### config.mk
export PLATFORM = sky130hd
export DESIGN_NAME = ldmx_dma_packer
export DESIGN_NICKNAME = d
export VERILOG_FILES = /design/src/rtl/ldmx_dma_packer.sv
export SDC_FILE = /design/constraint.sdc
export NUM_CORES = 1
export LEC_CHECK = 0
export ABC_AREA = 1
export CAP_MARGIN = 40
export CORE_ASPECT_RATIO = 0.8
export CORE_UTILIZATION = 45
export DETAILED_ROUTE_END_ITERATION = 10
export PLACE_DENSITY = 0.68
export SLEW_MARGIN = 20
export SYNTH_ARGS = -nofsm -noshare
export SYNTH_HDL_FRONTEND = slang
export SYNTH_SLANG_ARGS = --single-unit
### constraint.sdc
create_clock -name dmaClk -period 11.55 [get_ports dmaClk]
set_clock_uncertainty 0.15 [all_clocks]
set_input_delay 1.7325 -clock dmaClk [delete_from_list [all_inputs] [get_ports dmaClk]]
set_output_delay 1.7325 -clock dmaClk [all_outputs]
set_load 0.03 [all_outputs]
### src/rtl/ldmx_dma_packer.sv
// Frames 32-bit event words into 64-bit DMA beats: header (event number),
// paired data words (odd tail padded), trailer (word count, tLast).
//
// state   | meaning
// --------+-----------------------------------------------------------
// IDLE    | between events; waits for packer_en && evt_valid
// HEADER  | loads the header beat once the output register is free
// BODY    | accepts words, pairs them into beats
// TRAILER | loads the trailer, then waits for it to transfer
module ldmx_dma_packer #(
  parameter logic [15:0] HDR_MAGIC = 16'hDA7A,
  parameter logic [15:0] TRL_MAGIC = 16'hE0E0
) (
  input  logic        dmaClk,
  input  logic        dmaRst,
  input  logic        packer_en,
  input  logic        evt_valid,
  input  logic [31:0] evt_data,
  input  logic        evt_last,
  output logic        evt_ready,
  output logic        dma_valid,
  output logic [63:0] dma_data,
  output logic [7:0]  dma_keep,
  output logic        dma_last,
  input  logic        dma_ready,
  output logic [31:0] evt_count
);

  typedef enum logic [1:0] {IDLE, HEADER, BODY, TRAILER} state_t;

  state_t      state, state_nxt;
  logic [31:0] evt_num;
  logic [31:0] wcnt;
  logic [31:0] lo;
  logic        have_lo;
  logic        trl_loaded;

  logic        out_free;
  logic        ld;
  logic [63:0] ld_data;
  logic [7:0]  ld_keep;
  logic        ld_last;
  logic        clr_cnt;
  logic        store_lo;
  logic        clr_lo;
  logic        wcnt_inc;
  logic        trl_set;
  logic        trl_done;

  assign out_free  = !dma_valid || dma_ready;
  // evt_num only advances on trailer transfer, so it is exactly the count of sent events
  assign evt_count = evt_num;

  always_ff @(posedge dmaClk or posedge dmaRst) begin
    if (dmaRst) begin
      state <= IDLE;
    end else begin
      state <= state_nxt;
    end
  end

  always_comb begin
    state_nxt = state;
    evt_ready = 1'b0;
    ld        = 1'b0;
    ld_data   = '0;
    ld_keep   = '0;
    ld_last   = 1'b0;
    clr_cnt   = 1'b0;
    store_lo  = 1'b0;
    clr_lo    = 1'b0;
    wcnt_inc  = 1'b0;
    trl_set   = 1'b0;
    trl_done  = 1'b0;
    case (state)
      IDLE: begin
        if (packer_en && evt_valid) state_nxt = HEADER;
      end
      HEADER: begin
        if (out_free) begin
          ld        = 1'b1;
          ld_data   = {HDR_MAGIC, 16'h0000, evt_num};
          ld_keep   = 8'hFF;
          clr_cnt   = 1'b1;
          state_nxt = BODY;
        end
      end
      BODY: begin
        evt_ready = out_free;
        if (evt_valid && out_free) begin
          wcnt_inc = 1'b1;
          if (!have_lo && !evt_last) begin
            store_lo = 1'b1;
          end else if (!have_lo) begin
            ld        = 1'b1;
            ld_data   = {32'h0, evt_data};
            ld_keep   = 8'h0F;
            state_nxt = TRAILER;
          end else begin
            ld      = 1'b1;
            ld_data = {evt_data, lo};
            ld_keep = 8'hFF;
            clr_lo  = 1'b1;
            if (evt_last) state_nxt = TRAILER;
          end
        end
      end
      TRAILER: begin
        if (!trl_loaded) begin
          if (out_free) begin
            ld      = 1'b1;
            ld_data = {TRL_MAGIC, 16'h0000, wcnt};
            ld_keep = 8'hFF;
            ld_last = 1'b1;
            trl_set = 1'b1;
          end
        end else if (dma_ready) begin
          trl_done  = 1'b1;
          state_nxt = IDLE;
        end
      end
      default: state_nxt = IDLE;
    endcase
  end

  always_ff @(posedge dmaClk or posedge dmaRst) begin
    if (dmaRst) begin
      dma_valid <= 1'b0;
      dma_data  <= '0;
      dma_keep  <= '0;
      dma_last  <= 1'b0;
    end else if (ld) begin
      dma_valid <= 1'b1;
      dma_data  <= ld_data;
      dma_keep  <= ld_keep;
      dma_last  <= ld_last;
    end else if (dma_ready) begin
      dma_valid <= 1'b0;
    end
  end

  always_ff @(posedge dmaClk or posedge dmaRst) begin
    if (dmaRst) begin
      wcnt       <= '0;
      have_lo    <= 1'b0;
      lo         <= '0;
      trl_loaded <= 1'b0;
      evt_num    <= '0;
    end else begin
      if (clr_cnt) begin
        wcnt <= '0;
      end else if (wcnt_inc) begin
        wcnt <= wcnt + 32'd1;
      end
      if (clr_cnt || clr_lo) begin
        have_lo <= 1'b0;
      end else if (store_lo) begin
        have_lo <= 1'b1;
      end
      if (store_lo) lo <= evt_data;
      if (trl_set) begin
        trl_loaded <= 1'b1;
      end else if (trl_done) begin
        trl_loaded <= 1'b0;
      end
      if (trl_done) evt_num <= evt_num + 32'd1;
    end
  end

endmodule

==> results of run 1 <==
-- layout by cell type, fill, tap and decap left out, types with 2 or more instances in the layout --
cell type	instances
a21oi_1	33
a31oi_1	2
buf_16	3
buf_4	5
bufinv_16	4
clkbuf_16	17
clkbuf_8	5
clkdlybuf4s50_1	144
clkinv_2	2
clkinvlp_4	2
dfrtp_1	168
ha_1	7
inv_1	110
inv_2	7
inv_6	2
nand2_1	394
nand2_4	2
nand3_1	43
nand3_2	3
nand3b_1	3
nand4_1	24
nor2_1	87
nor2_2	5
nor2_4	3
nor3_1	13
nor3b_1	2
o211ai_1	9
o21ai_0	49
o21ai_1	50
o221ai_1	11
o31ai_1	21
xnor2_1	7
xor2_1	16
-- where the power goes --
group          total, mW  internal, mW  switching, mW
sequential         0.845         0.747         0.0977
clock              0.633         0.392          0.241
combinational      0.985         0.332          0.653
-- per-stage QoR --
stage,utilization [%],power (mW),hold slack (ns)
detailed placement,55.7,1.84,0.314
global route,59.2,2.60,0.341
global placement,55.2,1.81,0.314
floorplan,-,1.47,0.309
CTS,59.2,2.47,0.331
finish,59.2,2.46,0.328
-- per-layer routing --
| metal | up-vias | share of wire, % | track usage (%) |
|---|---|---|---|
| li1 | 3872 | - | - |
| met2 | 314 | 42 | 38.8 |
| met5 | - | 0 | 0 |
| met1 | 3772 | 49 | 40.3 |
| met4 | 0 | 1.7 | 7.77 |
| met3 | 38 | 7.4 | 6.16 |
-- cell type report --
type / count / area, um^2 / area share (%)
inverters: 119 / 452 / 4.12
flip-flops and latches: 168 / 4200 / 38.4
well taps: 253 / 317 / 2.89
clock buffers: 22 / 494 / 4.51
clock inverters: 10 / 163 / 1.48
repair buffers: 153 / 1580 / 14.4
multi-input cells: 792 / 3750 / 34.2
-- how the worst max path moves through the flow --
stage             endpoint      start  slack, ns  cells after the start
2_1_floorplan  dma_data[0]     dmaRst       5.12                      1
3_3_place_gp     evt_ready  dma_ready       6.43                      6
3_5_place_dp     evt_ready  dma_ready       6.44                      6
4_1_cts          evt_ready  dma_ready       6.42                      6
5_1_grt          evt_ready  dma_ready       6.34                      6
6_report         evt_ready  dma_ready       6.43                      6
-- sequential cells by signal, summed over array words and instances, names as in the netlist --
name / count
evt_count: 32
have_lo: 1
dma_data: 64
dma_valid: 1
lo: 32
wcnt: 32
dma_keep: 2
state: 2
trl_loaded: 1
dma_last: 1
-- logic make-up (layout without fill, tap and decap cells) --
| group | Yosys count | after routing | synth area share (%) |
|---|---|---|---|
| AND/OR/NAND/NOR | 583 | 583 | 28.0 |
| AO/OA/AOI/OAI | 179 | 179 | 11.9 |
| buffers and inverters | 170 | 304 | 8.20 |
| flip-flops | 168 | 168 | 48.6 |
| XOR/XNOR | 23 | 23 | 2.33 |
| adder cells (fa/ha/maj) | 7 | 7 | 1.01 |
-- worst min-delay path, delay by kind of cell, from the launching register on --
kind / cells / cell delay (ns)
DFF: 1 / 0.34
and+or+nand+nor: 2 / 0.10
-- synth_stat cells (2+ instances only) --
master,n,share of area [%]
nand2_1,395,17
dfrtp_1,168,49
inv_1,111,4.8
nor2_1,87,3.8
o21ai_1,50,2.9
o21ai_0,49,2.8
nand3_1,43,2.5
a21oi_1,33,1.9
buf_2,24,1.4
nand4_1,24,1.7
o31ai_1,21,1.8
clkbuf_1,16,0.69
xor2_1,16,1.6
nor3_1,13,0.75
o221ai_1,11,1.1
o211ai_1,9,0.78
buf_4,7,0.61
ha_1,7,1.0
inv_2,7,0.30
xnor2_1,7,0.71
nor2_2,5,0.36
nand3_2,3,0.35
nand3b_1,3,0.26
nor2_4,3,0.39
a31oi_1,2,0.14
buf_1,2,0.087
buf_6,2,0.26
nand2_4,2,0.26
nor3b_1,2,0.17
==> summary.txt, run 1 <==
run status - completed
H-tree level count - 4
Via-to-Cell Ratio - 5.27
HP Start - dma_data[7]
clk sink count - 168
post-route antenna net violation count - 0
worst r2r src - state[1]
Synth cell types - 37
worst slew pin tran - 0.816 ns
Worst Hold Depth - 2
worst slack at placement - 6.44 ns
CP peak stage delay - 0.67 ns
Min-Delay Path Class - flop to flop
final setup violation count - 0
Max-Cap Viols - 0
Area after DPL - 0.0103 mm^2
WL per Instance - 16.9 um
CTS tree - done
Primary FF master, synth - dfrtp_1
io pins - 145
critical-path maximum fanout - 7
# port buffers - 144
gr usage total - 27.0%
initial antenna violation count - 0
setup tns final - 0 ns
Syn Inst Count - 1130
fmax - 195 MHz
Fin. Hold Viols - 0
share of layout cells above drive strength 1 - 5.14%
setup repair bufs after CTS - 0
Worst-path clk slew - 0.06 ns
fill cell count - 1673
maximum VDD drop - 0.150 mV
Overflow after GRT - 0
max-slew violations - 0
CTS resizes - 0
vias in the first global route - 7468
register area share after synthesis - 48.6%
Post-CTS Hold Fix Bufs - 0
Hold Path End - dma_data[7]
Largest delay share family, worst path - buffers and inverters
Register-to-Register Path Depth - 8
dpl cells - 1485
Design Area, Final - 0.0110 mm^2
Buf/Inv on CP - 4
Crit Path Category - input port to output pin
Die ar. - 0.0198 mm^2
Final period util - 44.3%
DR DRC count - 0
Avg Cell Area, Syn - 7.66 um^2
post-DP HPWL - 18300 um
Synth Register Bits - 168
Critical Path RT - 9.67 ns
routed vias - 7996
Critical Path AT - 3.24 ns
# diodes - 0
Num CTS Buffers - 17
final worst slack - 6.43 ns
DRT Pass-1 Iters - 5
die span in x - 157 um
RR Endpoint - dma_data[37]
area grow syn2layout - 26.6%
CTS Root Cell - clkbuf_16
largest net degree at the start of global routing - 61
syn_nets - 1175
gpl congestion - 0.926
Initial Util - 46.8%
mapped cell area - 0.00866 mm^2
crit-path most repeated cell - clkdlybuf4s50_1
static leakage - 5.12 nW
RSZ-0062 raised after global routing - false
clk_lat worst skew - 0.43 ns
Synth warnings - 0
ys async rst share - 100%
Power Density - 225 mW/mm^2
endpoint type of the worst setup path - output pin
crit-path cells - clkdlybuf4s50_1 > inv_2 > nand2_4 > inv_1 > nor2_1 > clkdlybuf4s50_1
clock buffer depth - 2
Nets - 1296
starting DRC count in detailed routing - 803
row cnt - 44
final WL - 25600 um
fin crit period - 5.12 ns
Post-synth EDFFs - 0
Worst Setup Start Kind - input port
FF-to-FF setup slack - 8.43 ns
die height - 126 um
Placeable Area - 0.0185 mm^2
first-pass GRT wire length - 40800 um
Non-Filler Instances - 1517
CP max stage cell - clkdlybuf4s50_1
headroom to the max-slew limit - 45.4%
(Power assumes the default switching activity.)
==> run 2: changes to the inputs <==
clock period = 5.06 ns   (was 11.55 ns; I/O delays follow)
==> summary.txt, run 2 (same netlist as run 1, synthesis figures left out) <==
die span in x - 157 um
DR DRC count - 0
headroom to the max-slew limit - 36.6%
Overflow after GRT - 0
final setup violation count - 0
CTS resizes - 0
run status - completed
Max-Cap Viols - 0
Worst-path clk slew - 0.07 ns
first-pass GRT wire length - 40600 um
HP Start - dma_data[15]
Post-CTS Hold Fix Bufs - 0
H-tree level count - 4
Final period util - 62.8%
commonest non-fill, non-tap cell in the layout - nand2_1
clk sink count - 168
Critical Path AT - 2.27 ns
worst r2r src - state[1]
clock buffer depth - 2
Initial Util - 46.8%
Worst Setup Start Kind - input port
RSZ-0062 raised after global routing - false
static leakage - 5.04 nW
endpoint type of the worst setup path - output pin
vias in the first global route - 7411
Crit Path Category - input port to output pin
Hold Path End - dma_data[15]
DRT Pass-1 Iters - 5
final worst slack - 1.88 ns
max-slew violations - 0
fin crit period - 3.18 ns
Min-Delay Path Class - flop to flop
number of flip-flops in the largest register - 64
setup repair bufs after CTS - 0
post-DP HPWL - 17900 um
largest net degree at the start of global routing - 169
maximum VDD drop - 0.338 mV
fmax - 315 MHz
# port buffers - 144
Critical Path RT - 4.15 ns
post-route antenna net violation count - 0
commonest non-fill, non-tap cells in the layout - 394 x nand2_1, 168 x dfrtp_1, 144 x clkdlybuf4s50_1
initial antenna violation count - 1
CTS Root Cell - clkbuf_16
Via-to-Cell Ratio - 5.25
setup tns final - 0 ns
Placeable Area - 0.0185 mm^2
FF-to-FF setup slack - 2.17 ns
Worst Hold Depth - 2
routed vias - 7959
row cnt - 44
gpl congestion - 0.964
Register-to-Register Path Depth - 8
final WL - 25400 um
Largest Register - dma_data
die height - 126 um
worst slew pin tran - 0.952 ns
starting DRC count in detailed routing - 781
RR Endpoint - dma_data[39]
critical-path maximum fanout - 7
Power Density - 503 mW/mm^2
share of layout cells above drive strength 1 - 5.07%
io pins - 145
area grow syn2layout - 24.9%
Nets - 1295
Die ar. - 0.0198 mm^2
CTS tree - done
Fin. Hold Viols - 0
worst slack at placement - 1.52 ns
WL per Instance - 16.7 um
Num CTS Buffers - 17
gr usage total - 26.9%
clk_lat worst skew - 0.43 ns
[run 2: cell count changes in the layout (fill, tap and decap cells not counted), sizes merged]
cell	change
buf	-1
bufinv	-3
clkbuf	-4
clkinv	+3
clkinvlp	+3
diode	+1
inv	+1
[run 2: how the worst max path moves through the flow]
stage / end / start / slack [ns]
2_1_floorplan: dma_data[0] / dmaRst / 2.01
3_3_place_gp: dma_data[37] / dma_ready / 1.51
3_5_place_dp: dma_data[39] / dma_ready / 1.52
4_1_cts: evt_ready / dma_ready / 1.87
5_1_grt: dma_data[36] / dma_ready / 1.76
6_report: evt_ready / dma_ready / 1.88
[run 2: area by class of cell]
cell class	count	area, um^2
clock inverter	14	124
inverter	119	450
antenna	1	2.50
sequential	168	4200
timing repair buffer	152	1530
fill	1691	7680
multi-input combinational	792	3750
clock buffer	18	439
tap	253	317
[run 2: metal layers]
layer / part of all wire (%) / global-route usage [%]
met1: 48 / 40.9
met4: 1.4 / 6.11
met3: 9.0 / 6.68
met2: 42 / 38.1
met5: 0 / 0
[run 2: per-stage QoR]
step | util, % | area, um^2 | total power [mW] | cells | hold WS (ns)
after global routing | 58.5 | 10800 | 5.77 | 1516 | 0.346
after global placement | 55.3 | 10200 | 4.14 | 1483 | 0.313
after CTS | 58.5 | 10800 | 5.45 | 1516 | 0.332
final | 58.5 | 10800 | 5.44 | 1517 | 0.327
after floorplan | - | 8660 | 3.35 | 1130 | 0.309
after detailed placement | 55.4 | 10200 | 4.18 | 1484 | 0.314
[run 2: where the power goes]
| group | switching, mW | internal, mW |
|---|---|---|
| combinational | 1.48 | 0.755 |
| clock | 0.578 | 0.692 |
| sequential | 0.229 | 1.70 |
| total | 2.29 | 3.15 |
[run 2: critical path, cell delays in order]
cell	delay [ns]
clkdlybuf4s50_1	0.52
inv_2	0.06
nand2_4	0.11
inv_1	0.05
nor2_1	0.08
clkdlybuf4s50_1	0.69
==> run 3: changes to the inputs <==
PLACE_DENSITY = 0.71   (was 0.68)
clock period = 2.8 ns   (was 5.06 ns; I/O delays follow)
==> summary.txt, run 3 (same netlist as run 1, synthesis figures left out) <==
run status - completed
endpoint type of the worst setup path - output pin
clk_lat worst skew - 0.43 ns
net switching power - 4.08 mW
io pins - 145
die span in x - 157 um
Critical Path AT - 2.10 ns
static leakage - 5.11 nW
die height - 126 um
Initial Util - 46.8%
post-route antenna net violation count - 0
Min-Delay Path Class - input port to asynchronous set/reset pin
Layout Utilization - 59.1%
clock buffer depth - 2
Largest Register - dma_data
share of layout cells above drive strength 1 - 5.72%
H-tree level count - 4
area grow syn2layout - 26.4%
Via-to-Cell Ratio - 5.31
commonest non-fill, non-tap cells in the layout - 394 x nand2_1, 168 x dfrtp_1, 144 x clkdlybuf4s50_1
Final period util - 95.5%
final WL - 25900 um
worst slew pin tran - 0.535 ns
Critical Path RT - 2.23 ns
Num CTS Buffers - 17
Worst Setup Start Kind - flop
headroom to the max-slew limit - 64.3%
clock share of power - 23.0%
DR DRC count - 0
CP peak stage delay - 0.68 ns
critical-path maximum fanout - 4
FF-to-FF setup slack - 0.67 ns
max-slew violations - 0
number of flip-flops in the largest register - 64
post-DP HPWL - 18800 um
# port buffers - 144
starting DRC count in detailed routing - 687
Overflow after GRT - 0
RR Endpoint - dma_data[23]
crit-path cells - inv_1 > ha_1 > inv_1 > nor2_1 > clkdlybuf4s50_1
routed vias - 8124
sequential share of power - 35.2%
setup repair bufs after CTS - 0
clk sink count - 168
Buf/Inv on CP - 3
Fin. Hold Viols - 0
fmax - 374 MHz
Crit Path Category - flop to output pin
CTS tree - done
CTS resizes - 0
Register-to-Register Path Depth - 9
cell depth of the worst setup path - 5
# diodes - 0
Die ar. - 0.0198 mm^2
setup tns final - 0 ns
Post-CTS Hold Fix Bufs - 0
final setup violation count - 0
crit-path most repeated cell - inv_1
Placeable Area - 0.0185 mm^2
combinational share of power - 41.9%
Nets - 1308
largest net degree at the start of global routing - 69
fin crit period - 2.67 ns
RSZ-0062 raised after global routing - false
Critical Path Start - state[0]
Power Density - 897 mW/mm^2
Max-Cap Viols - 0
worst r2r src - state[0]
CTS Root Cell - clkbuf_16
row cnt - 44
gpl congestion - 0.967
WL per Instance - 16.9 um
vias in the first global route - 7617
Critical Path Sink - evt_ready
Worst-path clk slew - 0.07 ns
Int Pwr - 5.73 mW
commonest non-fill, non-tap cell in the layout - nand2_1
gr usage total - 27.4%
maximum VDD drop - 0.710 mV
Largest delay share family, worst path - buffers and inverters
CP max stage cell - clkdlybuf4s50_1
first-pass GRT wire length - 41600 um
Sw Ratio - 41.6%
initial antenna violation count - 0
DRT Pass-1 Iters - 5
## run 3: cell types whose count changed in the layout (fill, tap and decap cells not counted), moves of 2 or more
cell / change
clkbuf_1: +4
buf_12: +3
buf_4: +10
clkinv_2: -2
inv_6: -2
## run 3: worst reg2reg max path: cells and delay by family, from the launching register on
| family | cells | cell delay (ns) |
|---|---|---|
| DFF | 1 | 0.43 |
| adders and majority gates | 1 | 0.25 |
| AOI/OAI and AO/OA | 1 | 0.11 |
| buffers and inverters | 2 | 0.43 |
| and+or+nand+nor | 5 | 0.71 |
## run 3: area by class of cell
cell class	count	area [um^2]
fillers	1660	7560
flip-flops and latches	168	4200
multi-input cells	792	3750
repair buffers	165	1660
clock buffers	22	454
inverters	119	450
well taps	253	317
clock inverters	10	97.6
## run 3: power by group through the flow
stage	Clock, mW	Combinational (mW)	Sequential (mW)
final	2.25	4.11	3.45
after global routing	2.37	4.48	3.53
after CTS	2.27	4.10	3.45
after detailed placement	0	4.08	3.49
after global placement	0	4.01	3.47
after floorplan	0	1.98	4.08
## run 3: how the worst min path moves through the flow
stage	to	slack, ns	depth (start not counted)
final	lo[13]	0.24	2
after detailed placement	dma_data[12]	0.32	2
after CTS	lo[13]	0.25	2
after global placement	dma_data[19]	0.31	2
after floorplan	lo[10]	0.31	2
after global routing	dma_data[50]	0.30	2
## run 3: routing by layer
layer / wire length, um / vias to the layer above / GRT usage (%)
met5: 0 / - / 0
met4: 410 / 0 / 6.80
met3: 2170 / 32 / 7.16
met2: 10800 / 322 / 39.6
met1: 12500 / 3866 / 40.6
li1: - / 3904 / -
## run 3: metrics by stage
stage	cells	hold slack (ns)	worst slack (ns)	power [mW]	area (um^2)
4_1_cts	1529	0.251	0.0978	9.82	10900
2_1_floorplan	1130	0.309	0.0893	6.06	8660
5_1_grt	1529	0.298	0.0101	10.4	10900
3_3_place_gp	1497	0.314	0.275	7.48	10400
6_report	1529	0.241	0.126	9.81	10900
3_5_place_dp	1497	0.315	0.267	7.57	10400
